[src/rtl/booth_pkg.sv]
// Shared types for the radix-4 Booth multiplier: FSM states, digit select
// fields and the 3-bit window recoder.
package booth_pkg;

    typedef enum logic [1:0] {IDLE, RUN, DONE} state_t;

    typedef struct packed {
        logic single;
        logic dbl;
        logic neg;
    } booth_sel_t;

    // Standard radix-4 recoding: 000/111 -> 0, 001/010 -> +1, 011 -> +2,
    // 100 -> -2, 101/110 -> -1.
    function automatic booth_sel_t booth_decode(input logic [2:0] window);
        booth_sel_t sel;
        sel.single = window[1] ^ window[0];
        sel.dbl    = (window == 3'b011) || (window == 3'b100);
        sel.neg    = window[2] && !(window[1] && window[0]);
        return sel;
    endfunction

endpackage

[src/rtl/booth_pp_gen.sv]
// Combinational Booth partial-product generator: one recoded digit times the
// (WIDTH+1)-bit extended multiplicand, producing a WIDTH+2-bit signed result.
module booth_pp_gen
    import booth_pkg::*;
#(
    parameter int WIDTH = 32
) (
    input  logic        [2:0]       window,
    input  logic signed [WIDTH:0]   mcand,
    output logic signed [WIDTH+1:0] pp
);

    booth_sel_t              sel;
    logic signed [WIDTH+1:0] mag;

    // The extended multiplicand spans [-2^(WIDTH-1), 2^WIDTH-1], so even
    // -2 x mcand stays representable in WIDTH+2 bits.
    always_comb begin
        sel = booth_decode(window);
        mag = '0;
        if (sel.single)
            mag = {mcand[WIDTH], mcand};
        else if (sel.dbl)
            mag = {mcand, 1'b0};
        pp = sel.neg ? -mag : mag;
    end

endmodule

[src/rtl/booth_seq_mult.sv]
// Sequential radix-4 Booth multiplier, one digit per clock, signed or unsigned.
// Optional BOOTH_EARLY_TERM_EN ends RUN once the remaining multiplier digits are all zero.
module booth_seq_mult
    import booth_pkg::*;
#(
    parameter int WIDTH = 32
) (
    input  logic                 clk,
    input  logic                 reset,
    input  logic                 start,
    input  logic                 is_signed,
    input  logic [WIDTH-1:0]     a,
    input  logic [WIDTH-1:0]     b,
    output logic                 busy,
    output logic                 done,
    output logic [2*WIDTH-1:0]   product
);

    localparam int K  = WIDTH / 2 + 1;
    localparam int CW = $clog2(K);
    localparam int SW = WIDTH + 3;

    state_t                  state;
    logic [CW-1:0]           digit_cnt;
    logic [SW-1:0]           mplr_sr;
    logic [WIDTH:0]          mcand;
    logic [2*WIDTH-1:0]      acc;

    logic signed [WIDTH+1:0] pp;
    logic [2*WIDTH-1:0]      pp_ext;
    logic [2*WIDTH-1:0]      pp_shifted;
    logic [2*WIDTH-1:0]      acc_next;
    logic [SW-1:0]           mplr_next;
    logic                    last_digit;

    booth_pp_gen #(.WIDTH(WIDTH)) u_pp_gen (
        .window (mplr_sr[2:0]),
        .mcand  (mcand),
        .pp     (pp)
    );

    // The multiplier shift register holds the unscanned extended bits with the
    // overlap bit at position 0; its arithmetic shift keeps the fill consistent.
    always_comb begin
        pp_ext     = {{(WIDTH-2){pp[WIDTH+1]}}, pp};
        pp_shifted = pp_ext << {digit_cnt, 1'b0};
        acc_next   = acc + pp_shifted;
        mplr_next  = {{2{mplr_sr[SW-1]}}, mplr_sr[SW-1:2]};
        last_digit = (digit_cnt == CW'(K - 1));
`ifdef BOOTH_EARLY_TERM_EN
        if ((&mplr_next) || !(|mplr_next))
            last_digit = 1'b1;
`endif
    end

    always_ff @(posedge clk or posedge reset) begin
        if (reset) begin
            state     <= IDLE;
            digit_cnt <= '0;
            mplr_sr   <= '0;
            mcand     <= '0;
            acc       <= '0;
            busy      <= 1'b0;
            done      <= 1'b0;
            product   <= '0;
        end else begin
            case (state)
                IDLE: begin
                    done <= 1'b0;
                    if (start) begin
                        mcand     <= {is_signed & a[WIDTH-1], a};
                        mplr_sr   <= {{2{is_signed & b[WIDTH-1]}}, b, 1'b0};
                        acc       <= '0;
                        digit_cnt <= '0;
                        busy      <= 1'b1;
                        state     <= RUN;
                    end
                end
                RUN: begin
                    acc       <= acc_next;
                    mplr_sr   <= mplr_next;
                    digit_cnt <= digit_cnt + 1'b1;
                    if (last_digit) begin
                        product <= acc_next;
                        done    <= 1'b1;
                        state   <= DONE;
                    end
                end
                DONE: begin
                    done  <= 1'b0;
                    busy  <= 1'b0;
                    state <= IDLE;
                end
                default: state <= IDLE;
            endcase
        end
    end

endmodule
[config.mk]
export PLATFORM = sky130hd
export DESIGN_NAME = booth_seq_mult
export DESIGN_NICKNAME = d
export VERILOG_FILES = /design/src/rtl/booth_pkg.sv /design/src/rtl/booth_pp_gen.sv /design/src/rtl/booth_seq_mult.sv
export SDC_FILE = /design/constraint.sdc
export NUM_CORES = 1
export LEC_CHECK = 0
export CAP_MARGIN = 30
export CORE_MARGIN = 3
export CORE_UTILIZATION = 40
export CTS_BUF_LIST = sky130_fd_sc_hd__clkbuf_2
export CTS_CLUSTER_DIAMETER = 40
export CTS_CLUSTER_SIZE = 16
export DETAILED_ROUTE_END_ITERATION = 16
export PLACE_DENSITY = 0.65
export SLEW_MARGIN = 20
export SYNTH_ARGS = -nofsm -noshare
export SYNTH_HDL_FRONTEND = slang
export SYNTH_SLANG_ARGS = --single-unit
[constraint.sdc]
create_clock -name clk -period 15.55 [get_ports clk]
set_clock_uncertainty 0.05 [all_clocks]
set_input_delay 2.3325 -clock clk [delete_from_list [all_inputs] [get_ports clk]]
set_output_delay 2.3325 -clock clk [all_outputs]
set_load 0.02 [all_outputs]
==> flow_metrics.py, run 1 <==
metrics = {
    "outcome": {
        "status": "finished clean",
    },
    "floorplan": {
        "start_util_pct": 41.2,
        "fp-row-count": 71,
        "die_h_um": 204,
        "die_w_um": 204,
        "dieArea_mm2": 0.0417,
        "coreArea_mm2": 0.0382,
        "ioPinCount": 134,
    },
    "critical_path": {
        "crit_type": "reg2reg",
        "crit_arrival_ns": 8.48,
        "worstPathMaxFanout": 81,
        "slowest_stage": "a211oi_1",
        "critPathMaxStageDelay_ns": 0.65,
        "worst-path-buf-inv": 3,
        "startpoint_type": "flop",
        "end_kind": "flop",
        "crit_family": "compound AO/OA/AOI/OAI gates",
        "cp-startpoint": "mplr_sr[1]",
        "r2r_start": "mplr_sr[1]",
        "required_ns": 16.26,
    },
    "sta": {
        "relSlewSlack_pct": 35.2,
        "max_freq_mhz": 129,
        "setup_tns_ns": 0,
        "fin_crit_sh_pct": 50.0,
        "hold_viol_final": 0,
        "hold_slack_ns": 0.448,
        "min_period_ns": 7.77,
        "finalMaxSlewViolations": 0,
        "setup_viol_count_final": 0,
        "rsz0062_at_grt": "false",
        "worst_pin_slew_ns": 0.947,
    },
    "global_routing": {
        "overflow": 0,
        "grt.total_usage_pct": 24.1,
        "grt_pass1_vias": 14430,
        "antenna_found_initial": 1,
        "grt_pass1_wl_mm": 80.5,
        "grt_start_max_net_pins": 133,
    },
    "drt": {
        "routed_wl_mm": 50.6,
        "wl_per_cell_um": 19.7,
        "drcViolationCount": 0,
        "dr.first_iter.drc_count": 1097,
        "via_per_inst": 5.90,
        "ant_nets": 0,
        "dr_total_vias": 15169,
        "dr.pass1.iters": 5,
    },
    "clocking": {
        "clock_sinks": 205,
        "cts_root_buf": "clkbuf_2",
        "clk_pin_slew_ns": 0.20,
        "hold_buffers": 0,
        "cts_made_buffers": 36,
        "cts_tree": "done",
        "ctsResizeCount": 0,
        "clock_path_buffers": 3,
        "worstSkewPairLatency_ns": 0.93,
        "htree_levels": 2,
        "cts_setup_buffers": 0,
    },
    "synthesis": {
        "synth_edf_count": 0,
        "synth_area_mm2": 0.0157,
        "ys.flop_type": "dfrtp_1",
        "syn_area_per_cell_um2": 7.98,
        "synth_nets": 2106,
        "synth.distinct_cells": 91,
        "synth.yosys.seq_area_share_pct": 32.6,
        "synthCells": 1969,
        "ys_warn_count": 0,
        "synthArstFlopShare_pct": 100,
        "synth-seq-cells": 205,
    },
    "finish": {
        "multi_input_area_mm2": 0.00990,
        "nets": 2167,
        "fin_util_pct": 46.7,
        "areaGrowthSynthToFinish_pct": 13.6,
        "regArea_mm2": 0.00513,
        "fin_cells": 2569,
        "fillerInstances": 3811,
        "final_cell_mix": "nand2_1, dfrtp_1, o21ai_0",
        "drive_above_1_share_pct": 7.29,
        "mostFrequentLayoutCell": "nand2_1",
    },
    "place": {
        "gp_congestion": 0.952,
        "io_buffers": 133,
        "dpl.hpwl_mm": 37.8,
        "dp.cells": 2501,
    },
    "worst_hold_path": {
        "worstHoldStart": "product[48]",
        "hold_class": "reg2reg",
    },
    "flow_run": {
        "drv_cap": 0,
    },
}
[path summary, 6_finish.rpt]
check	end	slack, ns	depth (start not counted)
min in group asynchronous	acc[13]	1.75	2
min	product[48]	0.45	2
max in group asynchronous	mplr_sr[29]	12.66	4
max reg2reg	acc[58]	7.78	25
min reg2reg	product[48]	0.45	2
max	acc[58]	7.78	25
[routing by layer]
| layer | GRT usage [%] | vias up | part of all wire (%) | wire length [um] |
|---|---|---|---|---|
| met1 | 34.5 | 7283 | 47 | 23900 |
| met4 | 7.08 | 0 | 2.4 | 1240 |
| met2 | 36.6 | 511 | 44 | 22000 |
| li1 | - | 7306 | - | - |
| met5 | 0 | - | 0 | 0 |
| met3 | 5.08 | 69 | 6.9 | 3490 |
[logic make-up (layout without fill, tap and decap cells)]
logic type / after synthesis / after routing / synth area share (%)
buffers and inverters: 176 / 264 / 4.51
AO/OA/AOI/OAI: 646 / 646 / 26.4
adder cells (fa/ha/maj): 69 / 69 / 5.54
multiplexers: 75 / 75 / 5.62
flip-flops: 205 / 205 / 32.6
XOR/XNOR: 93 / 93 / 5.18
other: 0 / 1 / 0
AND/OR/NAND/NOR: 705 / 705 / 20.1
[synthesized netlist by cell type (40+ instances only)]
| library cell | n | area, um^2 |
|---|---|---|
| nor2_1 | 175 | 657 |
| o22ai_1 | 44 | 275 |
| mux2i_1 | 40 | 400 |
| o21ai_0 | 203 | 1020 |
| clkbuf_1 | 106 | 398 |
| nand3_1 | 94 | 470 |
| ha_1 | 68 | 851 |
| a21oi_1 | 123 | 616 |
| a21o_1 | 41 | 308 |
| xnor2_1 | 59 | 517 |
| nand2_1 | 291 | 1090 |
| dfrtp_1 | 205 | 5130 |
[metrics by stage]
step,setup WS (ns),instance area (um^2)
2_1_floorplan,7.57,15700
3_3_place_gp,8.01,17300
3_5_place_dp,7.85,17300
4_1_cts,7.73,17800
5_1_grt,7.02,17900
6_report,7.78,17900
[layout make-up]
type | count | area share, %
clock inverter | 28 | 1.52
inverter | 42 | 0.925
timing repair buffer | 157 | 8.71
antenna | 1 | 0.0140
sequential | 205 | 28.7
multi-input combinational | 1588 | 55.5
tap | 511 | 3.58
clock buffer | 37 | 1.04
[worst register-to-register path, delay by kind of cell, from the launching register on]
family | cells | cell delay, ns
compound gates | 12 | 3.27
xor+xnor | 2 | 0.45
fa+ha+maj | 3 | 0.96
buf+inv | 3 | 0.66
flops | 1 | 0.40
mux | 2 | 0.79
simple gates | 3 | 1.03
[flip-flops by register name, summed over array words and instances, names as in the netlist]
name,flops
busy,1
acc,64
done,1
mcand,33
mplr_sr,35
product,64
state,2
digit_cnt,5
Power of run 1 is not shown: default switching activity piles up to over one toggle a cycle in this logic, so the estimate is an artifact.
==> run 2: changes to the inputs <==
==> constraint.sdc (replaced) <==
create_clock -name clk -period 7.4 [get_ports clk]
set_clock_uncertainty 0.05 [all_clocks]
set_input_delay 1.11 -clock clk [delete_from_list [all_inputs] [get_ports clk]]
set_output_delay 1.11 -clock clk [all_outputs]
set_load 0.02 [all_outputs]
==> run 2 against run 1 <==
Non-clock buffer count rose by 19. Global-route usage rose by 0.49 points. Utilization rose by 0.33 points. First-iteration DRC count rose by 11%. Sequential cell count did not move. Count of clock-buffer cells in the layout rose by 4. Register-to-register slack got worse by 7.4 ns.
==> flow_metrics.py, run 2 (synthesis gave the netlist of run 1 again) <==
metrics = {
    "outcome": {
        "status": "finished clean",
    },
    "finish": {
        "top_regs": "acc x64, product x64, mplr_sr x35",
        "nets": 2185,
        "fin_util_pct": 47.1,
        "fillerInstances": 3863,
        "mostFrequentLayoutCell": "nand2_1",
        "final_cell_mix": "nand2_1, dfrtp_1, o21ai_0",
        "drive_above_1_share_pct": 8.06,
        "areaGrowthSynthToFinish_pct": 14.4,
    },
    "floorplan": {
        "ioPinCount": 134,
        "coreArea_mm2": 0.0382,
        "start_util_pct": 41.2,
        "fp-row-count": 71,
        "die_w_um": 204,
        "dieArea_mm2": 0.0417,
        "die_h_um": 204,
    },
    "place": {
        "io_buffers": 133,
        "dp_slack_ns": 0.363,
        "gp_congestion": 0.987,
        "dpl.hpwl_mm": 38.7,
    },
    "sta": {
        "relSlewSlack_pct": 38.3,
        "setup_tns_ns": 0,
        "fin_ws_ns": 0.429,
        "hold_slack_ns": 0.441,
        "min_period_ns": 6.97,
        "hold_viol_final": 0,
        "max_freq_mhz": 143,
        "fin_crit_sh_pct": 94.2,
        "setup_viol_count_final": 0,
        "rsz0062_at_grt": "false",
        "worst_pin_slew_ns": 0.923,
        "finalMaxSlewViolations": 0,
    },
    "critical_path": {
        "crit_arrival_ns": 7.77,
        "startpoint_type": "flop",
        "worstPathMaxFanout": 24,
        "required_ns": 8.20,
        "crit_type": "reg2reg",
        "end_kind": "flop",
    },
    "drt": {
        "routed_wl_mm": 51.4,
        "dr.first_iter.drc_count": 1223,
        "wl_per_cell_um": 19.9,
        "dr.pass1.iters": 5,
        "ant_nets": 0,
        "via_per_inst": 5.94,
        "dr_total_vias": 15347,
        "drcViolationCount": 0,
    },
    "global_routing": {
        "grt.total_usage_pct": 24.6,
        "grt_pass1_vias": 14710,
        "antenna_found_initial": 2,
        "grt_pass1_wl_mm": 82.8,
        "overflow": 0,
        "grt_start_max_net_pins": 119,
    },
    "clocking": {
        "hold_buffers": 0,
        "clk_pin_slew_ns": 0.17,
        "clock_sinks": 205,
        "clock_path_buffers": 3,
        "htree_levels": 2,
        "worstSkewPairLatency_ns": 0.95,
        "cts_tree": "done",
        "cts_root_buf": "clkbuf_2",
        "cts_made_buffers": 35,
    },
    "flow_run": {
        "drv_cap": 0,
    },
    "worst_hold_path": {
        "hold_class": "reg2reg",
    },
}
-- run 2: changes by cell type in the layout (fill, tap and decap cells not counted), sizes merged --
cell / before / now
buf: 24 / 42
inv: 48 / 45
clkinvlp: 7 / 1
bufinv: 3 / 2
clkinv: 12 / 14
diode: 1 / 2
clkbuf: 37 / 42
-- run 2: worst paths after layout --
path                             startpoint           to  slack [ns]  cells after the start
worst max register to register   mplr_sr[0]  product[63]        0.43                     26
max in group asynchronous             reset    mcand[26]        5.39                      3
min in group asynchronous             reset      acc[30]        0.55                      2
worst min-delay path            product[52]  product[52]        0.44                      2
worst min register to register  product[52]  product[52]        0.44                      2
worst max-delay path             mplr_sr[0]  product[63]        0.43                     26
-- run 2: routing by layer --
metal / vias to the layer above / part of all wire (%) / track usage [%]
met4: 0 / 2.4 / 7.18
li1: 7355 / - / -
met2: 469 / 44 / 37.4
met3: 82 / 6.0 / 3.89
met1: 7441 / 48 / 36.0
met5: - / 0 / 0
-- run 2: repair_timing --
action	CTS	global route
gates resized for setup	0	5
setup endpoints to repair	0	17
endpoints found under the hold margin	0	0
setup buffers	0	0
-- run 2: stage by stage --
step	cells	cell area (um^2)
floorplan	1969	15700
global placement	2518	17500
detailed placement	2520	17500
CTS	2581	17900
global route	2584	18000
finish	2585	18000
-- run 2: layout make-up --
cell class                      count  area (um^2)  share of cell area, %
Antenna cell                        2         5.00                 0.0278
Clock buffer                       41          205                   1.14
Clock inverter                     20          198                   1.10
Inverter                           42          165                  0.919
Timing Repair Buffer              176         1700                   9.45
Multi-Input combinational cell   1588         9940                   55.3
Tap cell                          511          639                   3.56
Sequential cell                   205         5130                   28.5
-- run 2: critical path, stage by stage (launching register included) --
cell	delay [ns]
dfrtp_1	0.39
inv_1	0.09
ha_4	0.44
nor2_2	0.08
a21boi_0	0.20
ha_1	0.25
inv_1	0.05
a221o_1	0.28
o21bai_4	0.28
o31ai_2	0.28
xnor2_1	0.11
mux2i_1	0.31
mux2i_1	0.23
mux2i_2	0.42
nor2_1	0.20
ha_1	0.42
o211ai_1	0.15
nor2_1	0.19
o211ai_1	0.20
a2111oi_0	0.56
buf_4	0.21
o2111ai_1	0.23
a21o_1	0.32
a22oi_1	0.33
o21ai_1	0.22
a21o_1	0.24
a31oi_1	0.17
Power of run 2 is left out for the same reason.
